File: config.mk
export PLATFORM = sky130hd
export DESIGN_NAME = count_seg_display
export DESIGN_NICKNAME = d
export VERILOG_FILES = /design/src/rtl/count_seg_display_pkg.sv /design/src/rtl/count_seg_display_seg7_decode.sv /design/src/rtl/count_seg_display.sv
export SDC_FILE = /design/constraint.sdc
export NUM_CORES = 1
export LEC_CHECK = 0
export CAP_MARGIN = 20
export CORE_ASPECT_RATIO = 1.25
export CORE_MARGIN = 3
export CORE_UTILIZATION = 50
export DETAILED_ROUTE_END_ITERATION = 6
export PLACE_DENSITY = 0.72
export RECOVER_POWER = 50
export SLEW_MARGIN = 20
export SYNTH_ARGS = -nofsm -noshare
export SYNTH_HDL_FRONTEND = slang
export SYNTH_HIERARCHICAL = 1
export SYNTH_SLANG_ARGS = --single-unit
export TNS_END_PERCENT = 50
File: constraint.sdc
create_clock -name clk -period 2.43 [get_ports clk]
set_clock_uncertainty 0.05 [all_clocks]
set_input_delay 0.3645 -clock clk [delete_from_list [all_inputs] [get_ports clk]]
set_output_delay 0.3645 -clock clk [all_outputs]
set_load 0.02 [all_outputs]
File: src/rtl/count_seg_display_pkg.sv
// Shared types and constants for the two-digit count display.
// Digit-slot state encoding, active-low segment patterns and the default refresh divider.
package count_seg_display_pkg;

    typedef enum logic {
        DIG_ONES = 1'b0,
        DIG_TENS = 1'b1
    } dig_state_e;

    // Active-low patterns, bit order {g,f,e,d,c,b,a}
    localparam logic [6:0] SEG_0     = 7'h40;
    localparam logic [6:0] SEG_1     = 7'h79;
    localparam logic [6:0] SEG_2     = 7'h24;
    localparam logic [6:0] SEG_3     = 7'h30;
    localparam logic [6:0] SEG_4     = 7'h19;
    localparam logic [6:0] SEG_5     = 7'h12;
    localparam logic [6:0] SEG_6     = 7'h02;
    localparam logic [6:0] SEG_7     = 7'h78;
    localparam logic [6:0] SEG_8     = 7'h00;
    localparam logic [6:0] SEG_9     = 7'h10;
    localparam logic [6:0] SEG_BLANK = 7'h7F;

    localparam int REFRESH_DIV_DEFAULT = 50000;

endpackage

File: src/rtl/count_seg_display_seg7_decode.sv
// Combinational BCD digit to active-low 7-segment decoder.
// Codes above 9 light nothing.
module seg7_decode
    import count_seg_display_pkg::*;
(
    input  logic [3:0] digit,
    output logic [6:0] seg
);

    // Digit lookup
    always_comb begin
        seg = SEG_BLANK;
        case (digit)
            4'd0:    seg = SEG_0;
            4'd1:    seg = SEG_1;
            4'd2:    seg = SEG_2;
            4'd3:    seg = SEG_3;
            4'd4:    seg = SEG_4;
            4'd5:    seg = SEG_5;
            4'd6:    seg = SEG_6;
            4'd7:    seg = SEG_7;
            4'd8:    seg = SEG_8;
            4'd9:    seg = SEG_9;
            default: seg = SEG_BLANK;
        endcase
    end

endmodule

File: src/rtl/count_seg_display.sv
// Shows a 0..15 count as two multiplexed decimal digits and pulses chg when the count moves.
// Optional macro LEADING_ZERO_BLANK_EN darkens the tens digit when it would show "0".
module count_seg_display
    import count_seg_display_pkg::*;
#(
    parameter int REFRESH_DIV = REFRESH_DIV_DEFAULT
) (
    input  logic       clk,
    input  logic       rs,
    input  logic [3:0] q_in,
    output logic [1:0] an,
    output logic [6:0] seg,
    output logic       chg
);

    localparam int CW = $clog2(REFRESH_DIV);
    localparam logic [CW-1:0] REF_LAST = CW'(REFRESH_DIV - 1);

    logic [3:0]    q_s_q, q_s_d;
    logic [3:0]    q_d_q, q_d_d;
    logic [3:0]    snap_q, snap_d;
    logic [CW-1:0] ref_cnt_q, ref_cnt_d;
    dig_state_e    state_q, state_d;
    logic [1:0]    an_q, an_d;
    logic [6:0]    seg_q, seg_d;
    logic          chg_q, chg_d;

    logic          tens_s;
    logic [3:0]    ones_s;
    logic [3:0]    digit_s;
    logic [6:0]    dec_seg_s;

    seg7_decode u_dec (
        .digit (digit_s),
        .seg   (dec_seg_s)
    );

    // Split the snapshot into decimal digits and pick the one for the current slot
    always_comb begin
        tens_s  = (snap_q >= 4'd10);
        ones_s  = tens_s ? (snap_q - 4'd10) : snap_q;
        digit_s = ones_s;
        if (state_q == DIG_TENS) begin
            digit_s = {3'b000, tens_s};
        end else begin
            digit_s = ones_s;
        end
    end

    // Next-state: input pipeline, refresh timing, frame snapshot and output drive
    always_comb begin
        q_s_d     = q_in;
        q_d_d     = q_s_q;
        chg_d     = (q_s_q != q_d_q);
        ref_cnt_d = ref_cnt_q + CW'(1);
        state_d   = state_q;
        snap_d    = snap_q;
        an_d      = 2'b11;
        seg_d     = SEG_BLANK;

        if (ref_cnt_q == REF_LAST) begin
            ref_cnt_d = '0;
            state_d   = (state_q == DIG_ONES) ? DIG_TENS : DIG_ONES;
            // Snapshot only at frame start so both digits come from one value
            if (state_q == DIG_TENS) begin
                snap_d = q_s_q;
            end else begin
                snap_d = snap_q;
            end
        end else begin
            ref_cnt_d = ref_cnt_q + CW'(1);
            state_d   = state_q;
        end

        case (state_q)
            DIG_ONES: begin
                an_d  = 2'b10;
                seg_d = dec_seg_s;
            end
            DIG_TENS: begin
`ifdef LEADING_ZERO_BLANK_EN
                if (!tens_s) begin
                    an_d  = 2'b11;
                    seg_d = SEG_BLANK;
                end else begin
                    an_d  = 2'b01;
                    seg_d = dec_seg_s;
                end
`else
                an_d  = 2'b01;
                seg_d = dec_seg_s;
`endif
            end
            default: begin
                an_d  = 2'b11;
                seg_d = SEG_BLANK;
            end
        endcase
    end

    // State and output registers with synchronous active-low reset
    always_ff @(posedge clk) begin
        if (!rs) begin
            q_s_q     <= 4'd0;
            q_d_q     <= 4'd0;
            snap_q    <= 4'd0;
            ref_cnt_q <= '0;
            state_q   <= DIG_ONES;
            an_q      <= 2'b11;
            seg_q     <= SEG_BLANK;
            chg_q     <= 1'b0;
        end else begin
            q_s_q     <= q_s_d;
            q_d_q     <= q_d_d;
            snap_q    <= snap_d;
            ref_cnt_q <= ref_cnt_d;
            state_q   <= state_d;
            an_q      <= an_d;
            seg_q     <= seg_d;
            chg_q     <= chg_d;
        end
    end

    assign an  = an_q;
    assign seg = seg_q;
    assign chg = chg_q;

endmodule

==> results.json, run 1 <==
{
  "cts_tree": "yes",
  "synth_common_cells": "dfxtp_1, nor2_1, nand2_1, inv_1, nand2b_1",
  "status": "finished clean",
  "crit_path_start_kind": "register",
  "path_cells": "nand3_1, a21oi_1, inv_1, ha_1, or2_1, a21oi_2, nor2_1, nand2b_1",
  "seq_power_share": 0.582,
  "core_sq_mm": 0.00325,
  "clock_path_buffers": 2,
  "fin_tns_setup_ps": 0,
  "wl_per_cell_um": 11.8,
  "pwr-share-clk": 0.366,
  "power_density_mw_per_mm2": 578,
  "ys_types": 35,
  "synth-xor-area-share": 0.0862,
  "grt_pass1_vias": 1223,
  "rsz0062_at_grt": "false",
  "hold_ws_ps": 414,
  "syn2layout_area_growth_pct": 14.6,
  "synth-edff-count": 0,
  "viasPerCell": 5.19,
  "power_mw": 1.14,
  "synth_top_family_by_area": "simple AND/OR/NAND/NOR gates",
  "start_util": 0.531,
  "critical_path_required_ps": 2550,
  "root_buffer": "clkbuf_8",
  "synthAdderAreaFrac": 0.0507,
  "pin_count": 16,
  "synth_ff_type": "dfxtp_1",
  "vias": 1272,
  "drt-initial-drc-count": 15,
  "final_max_slew_viol_count": 0,
  "die_h_um": 71.7,
  "hold_violations": 0,
  "leakage_nw": 0.795,
  "drive_gt1_frac": 0.0769,
  "async_flop_share": 0,
  "fin_crit_ps": 2020,
  "firstDrtPassIters": 4,
  "gp_congestion": 0.777,
  "worst_pin_slew_ps": 693,
  "ys_seq_area_frac": 0.452,
  "die_x_um": 58.6,
  "final_antenna_net_count": 0,
  "dp_cells": 237,
  "cts_hold_buffers": 0,
  "avgSynthCellArea_sq_um": 9.14,
  "synth_top_area_share": 0.452,
  "overflow": 0,
  "critPathBufInv": 1,
  "path_clk_slew_ps": 70,
  "critPathTopFamily": "simple AND/OR/NAND/NOR gates",
  "clk_latency_ps": 290,
  "synth_cells": 189,
  "endpoint_kind": "register",
  "yosysWarningCount": 6,
  "clock-sinks": 39,
  "yosys.cell_count.top_type": "dfxtp_1",
  "cts-resized-gates": 0,
  "p_sw_frac": 0.227,
  "ir_drop_v": 0.000598,
  "cts-buffers-inserted": 5,
  "slowest_stage": "dfxtp_1",
  "crit_arrival_ps": 2130,
  "muxShareOfSynthArea": 0.0232,
  "wl_um": 2900,
  "cap_violations": 0,
  "grtUsageTotal": 0.157,
  "netlist_top_cells_area": "dfxtp_1, ha_1, xnor2_1",
  "drc": 0,
  "core.rowCount": 23,
  "post-route-period-util": 0.830,
  "synth-simple-area-share": 0.268,
  "worstHoldPathType": "reg2reg",
  "setup_viol": 0,
  "dp_hpwl_um": 2150,
  "grt_max_degree": 20,
  "synth_compound_area_frac": 0.0710,
  "max_stage_delay_ps": 430,
  "max_slew_margin": 0.538,
  "post-route-util": 0.609,
  "post-cts-setup-buffers": 0,
  "numPortBuffers": 15,
  "cts-htree-levels": 2,
  "intPower_mw": 0.885,
  "cp_max_fo": 7,
  "path_class": "reg2reg",
  "syn_area_sq_mm": 0.00173,
  "dieArea_sq_mm": 0.00420,
  "finalNetCount": 220,
  "stdcell_count": 245,
  "ys_seq_elements": 39,
  "synth_top_cell_by_area": "dfxtp_1",
  "syn-num-nets": 202,
  "grt_pass1_wl_um": 5110,
  "combPwrFrac": 0.051,
  "antenna_found_initial": 0,
  "switching_power_mw": 0.259,
  "diodes": 0,
  "timing.fmax_mhz": 496
}
==> kinds of logic after synthesis <==
family,after synthesis
buf+inv,18
flops,39
fa+ha+maj,7
compound gates,20
mux,4
simple gates,84
xor+xnor,17
==> cell usage in the layout (no fill, tap or decap), types with 2 or more instances in the layout <==
cell type,Yosys,routed
dfxtp_1,39,39
nand2b_1,12,12
inv_1,12,12
clkbuf_8,0,5
xnor2_1,10,10
mux2i_1,4,4
xor2_1,7,7
ha_1,7,7
clkdlybuf4s50_1,0,4
and3_2,2,2
nand4_1,6,6
nor3_1,4,4
and2_0,0,3
or2_1,3,3
nor2_1,19,19
clkbuf_1,2,2
nand3_1,6,6
nand2_1,15,15
dlygate4sd3_1,0,11
a21oi_1,6,6
and2_1,6,3
or3_1,2,2
o21ai_0,8,8
and4bb_2,2,2
==> metrics by stage <==
stage	worst slack [ps]	cell area (sq um)
after floorplan	653	1730
after global placement	577	1900
after detailed placement	398	1900
after CTS	375	1980
after global routing	168	1980
final	414	1980
==> worst register-to-register path, cell delays in order, from the launching register on <==
cell	delay (ps)
dfxtp_1	430
nand3_1	110
a21oi_1	360
inv_1	170
ha_1	220
or2_1	220
a21oi_2	150
nor2_1	50
nand2b_1	130
==> routing by layer <==
metal | share of wire | up-vias | track usage
met1 | 0.44 | 574 | 0.167
met2 | 0.50 | 26 | 0.281
met5 | 0 | - | 0
met3 | 0.039 | 7 | 0.0396
li1 | - | 665 | -
met4 | 0.019 | 0 | 0.0781
==> sequential cells by signal (all words and copies together) (netlist names) <==
name       cells
snap_q         4
state_q        1
ref_cnt_q     16
q_d_d          4
chg            1
seg            7
an             2
q_d_q          4
==> power by group through the flow <==
stage	sequential, mW	combinational [mW]	clock [mW]
finish	0.667	0.0589	0.419
global route	0.669	0.0657	0.460
CTS	0.667	0.0643	0.431
detailed placement	0.682	0.0638	0
global placement	0.682	0.0628	0
floorplan	0.691	0.0236	0
==> worst paths after layout <==
kind	start	endpoint	slack, ps	cells past startpoint
setup reg to reg	snap_q[3]	seg[0]	410	8
hold reg to reg	q_d_d[1]	q_d_q[1]	410	2
setup / recovery	snap_q[3]	seg[0]	410	8
hold / removal	q_d_d[1]	q_d_q[1]	410	2
==> layout make-up <==
class	instances	area, sq um
inverter	12	45.0
clock buffer	6	72.6
tap	37	46.3
sequential	39	781
timing repair buffer	17	161
fill	288	1270
clock inverter	2	12.5
multi-input combinational	132	862
Note: power is estimated with default switching activity, not from simulation.
==> inputs of run 2 (changes only) <==
Clock period 2.43 ns to 2.08 ns, I/O delays scaled along.
==> results.json, run 2 (synthesis gave the netlist of run 1 again) <==
{
  "setup_viol": 0,
  "max_slew_margin": 0.546,
  "diodes": 0,
  "crit_path_start_kind": "register",
  "dp_hpwl_um": 2230,
  "start_util": 0.531,
  "dp_cells": 237,
  "clock-sinks": 39,
  "vias": 1280,
  "max_stage_delay_ps": 430,
  "clk_latency_ps": 300,
  "fin_crit_ps": 1840,
  "cts-buffers-inserted": 5,
  "drt-initial-drc-count": 21,
  "wl_um": 3030,
  "critPathTopFamily": "simple AND/OR/NAND/NOR gates",
  "antenna_found_initial": 0,
  "cts-htree-levels": 2,
  "dieArea_sq_mm": 0.00420,
  "cap_violations": 0,
  "post-route-util": 0.620,
  "grt_max_degree": 20,
  "worstHoldPathType": "reg2reg",
  "largest_reg_flops": 16,
  "drive_gt1_frac": 0.0913,
  "path_cells": "nand3_1, a21oi_4, inv_1, ha_1, or2_1, a21oi_2, a31oi_1, nand2b_1",
  "cp_max_fo": 7,
  "clock_path_buffers": 2,
  "cts_hold_buffers": 0,
  "fin_tns_setup_ps": 0,
  "drc": 0,
  "viasPerCell": 5.22,
  "grtUsageTotal": 0.163,
  "crit_arrival_ps": 1970,
  "wl_per_cell_um": 12.4,
  "hold_violations": 0,
  "root_buffer": "clkbuf_8",
  "grt_pass1_vias": 1237,
  "top_register": "ref_cnt_q",
  "post-route-period-util": 0.886,
  "intPower_mw": 1.10,
  "grt_pass1_wl_um": 5190,
  "path_class": "reg2reg",
  "core_sq_mm": 0.00325,
  "stdcell_count": 245,
  "rsz0062_at_grt": "false",
  "timing.fmax_mhz": 543,
  "firstDrtPassIters": 4,
  "endpoint_kind": "register",
  "layout_commonest_cell": "dfxtp_1",
  "nFillCells": 277,
  "status": "finished clean",
  "combPwrFrac": 0.049,
  "final_antenna_net_count": 0,
  "overflow": 0,
  "leakage_nw": 0.804,
  "ir_drop_v": 0.000581,
  "final_cell_mix": "dfxtp_1, nor2_1, nand2_1",
  "syn2layout_area_growth_pct": 16.7,
  "power_density_mw_per_mm2": 701,
  "core.rowCount": 23,
  "p_sw_frac": 0.221,
  "post-cts-setup-buffers": 0,
  "path_clk_slew_ps": 70,
  "critical_path_required_ps": 2200,
  "numPortBuffers": 15,
  "finalNetCount": 220,
  "switching_power_mw": 0.313,
  "die_h_um": 71.7,
  "worst_pin_slew_ps": 681,
  "final_max_slew_viol_count": 0,
  "pwr-share-clk": 0.400,
  "cts_tree": "yes",
  "pin_count": 16,
  "slowest_stage": "dfxtp_1",
  "seq_power_share": 0.551,
  "critPathBufInv": 1,
  "die_x_um": 58.6,
  "gp_congestion": 0.783
}
-- run 2: cell types whose count changed in the layout (fill, tap and decap cells not counted) --
cell,delta
clkbuf_1,-1
clkinv_2,-1
o2bb2ai_2,+1
and2_1,-2
clkbuf_8,+2
and2_0,+2
a21oi_4,+1
a21oi_1,-1
o2bb2ai_1,-1
-- run 2: worst reg2reg max path, stage by stage (launching register included) --
cell and delay (ps):
dfxtp_1 430, nand3_1 150, a21oi_4 210, inv_1 120, ha_1 190, or2_1 220, a21oi_2 160, a31oi_1 50
nand2b_1 140
-- run 2: power by group through the flow --
stage               registers [mW]  logic [mW]  clock network (mW)
floorplan                    0.807      0.0276                   0
global placement             0.796      0.0735                   0
detailed placement           0.797      0.0747                   0
CTS                          0.780      0.0754               0.583
global route                 0.782      0.0759               0.612
finish                       0.779      0.0689               0.566
-- run 2: what timing repair did --
item                                    CTS  global route
resized for setup                         0             3
endpoints found under the hold margin     0             0
endpoints found under the setup margin    0             3
-- run 2: per-stage QoR --
step | total power [mW] | setup WS [ps] | hold slack (ps) | instance area [sq um]
after floorplan | 0.834 | 303 | 335 | 1730
after global placement | 0.870 | 233 | 399 | 1900
after detailed placement | 0.872 | 55.0 | 410 | 1900
after CTS | 1.44 | 40.4 | 421 | 2000
after global routing | 1.47 | 34.3 | 444 | 2020
final | 1.41 | 237 | 418 | 2020
-- run 2: worst paths after layout --
path,slack [ps],endpoint,depth (start not counted),startpoint
min reg2reg,420,q_d_q[2],2,q_d_d[2]
max reg2reg,240,seg[3],8,snap_q[3]
min,420,q_d_q[2],2,q_d_d[2]
max,240,seg[3],8,snap_q[3]
-- run 2: final cells by class --
cell class / instances / area, sq um / share of cell area
Clock buffer: 7 / 96.3 / 0.0478
Multi-Input combinational cell: 132 / 880 / 0.436
Sequential cell: 39 / 781 / 0.387
Tap cell: 37 / 46.3 / 0.0230
Clock inverter: 1 / 7.51 / 0.00372
Timing Repair Buffer: 17 / 161 / 0.0800
Inverter: 12 / 45.0 / 0.0223
-- run 2: metal layers --
| metal | vias up | track usage | routed length, um |
|---|---|---|---|
| li1 | 665 | - | - |
| met1 | 579 | 0.173 | 1330 |
| met2 | 29 | 0.276 | 1510 |
| met3 | 7 | 0.0396 | 124 |
| met4 | 0 | 0.118 | 74 |
| met5 | - | 0 | 0 |
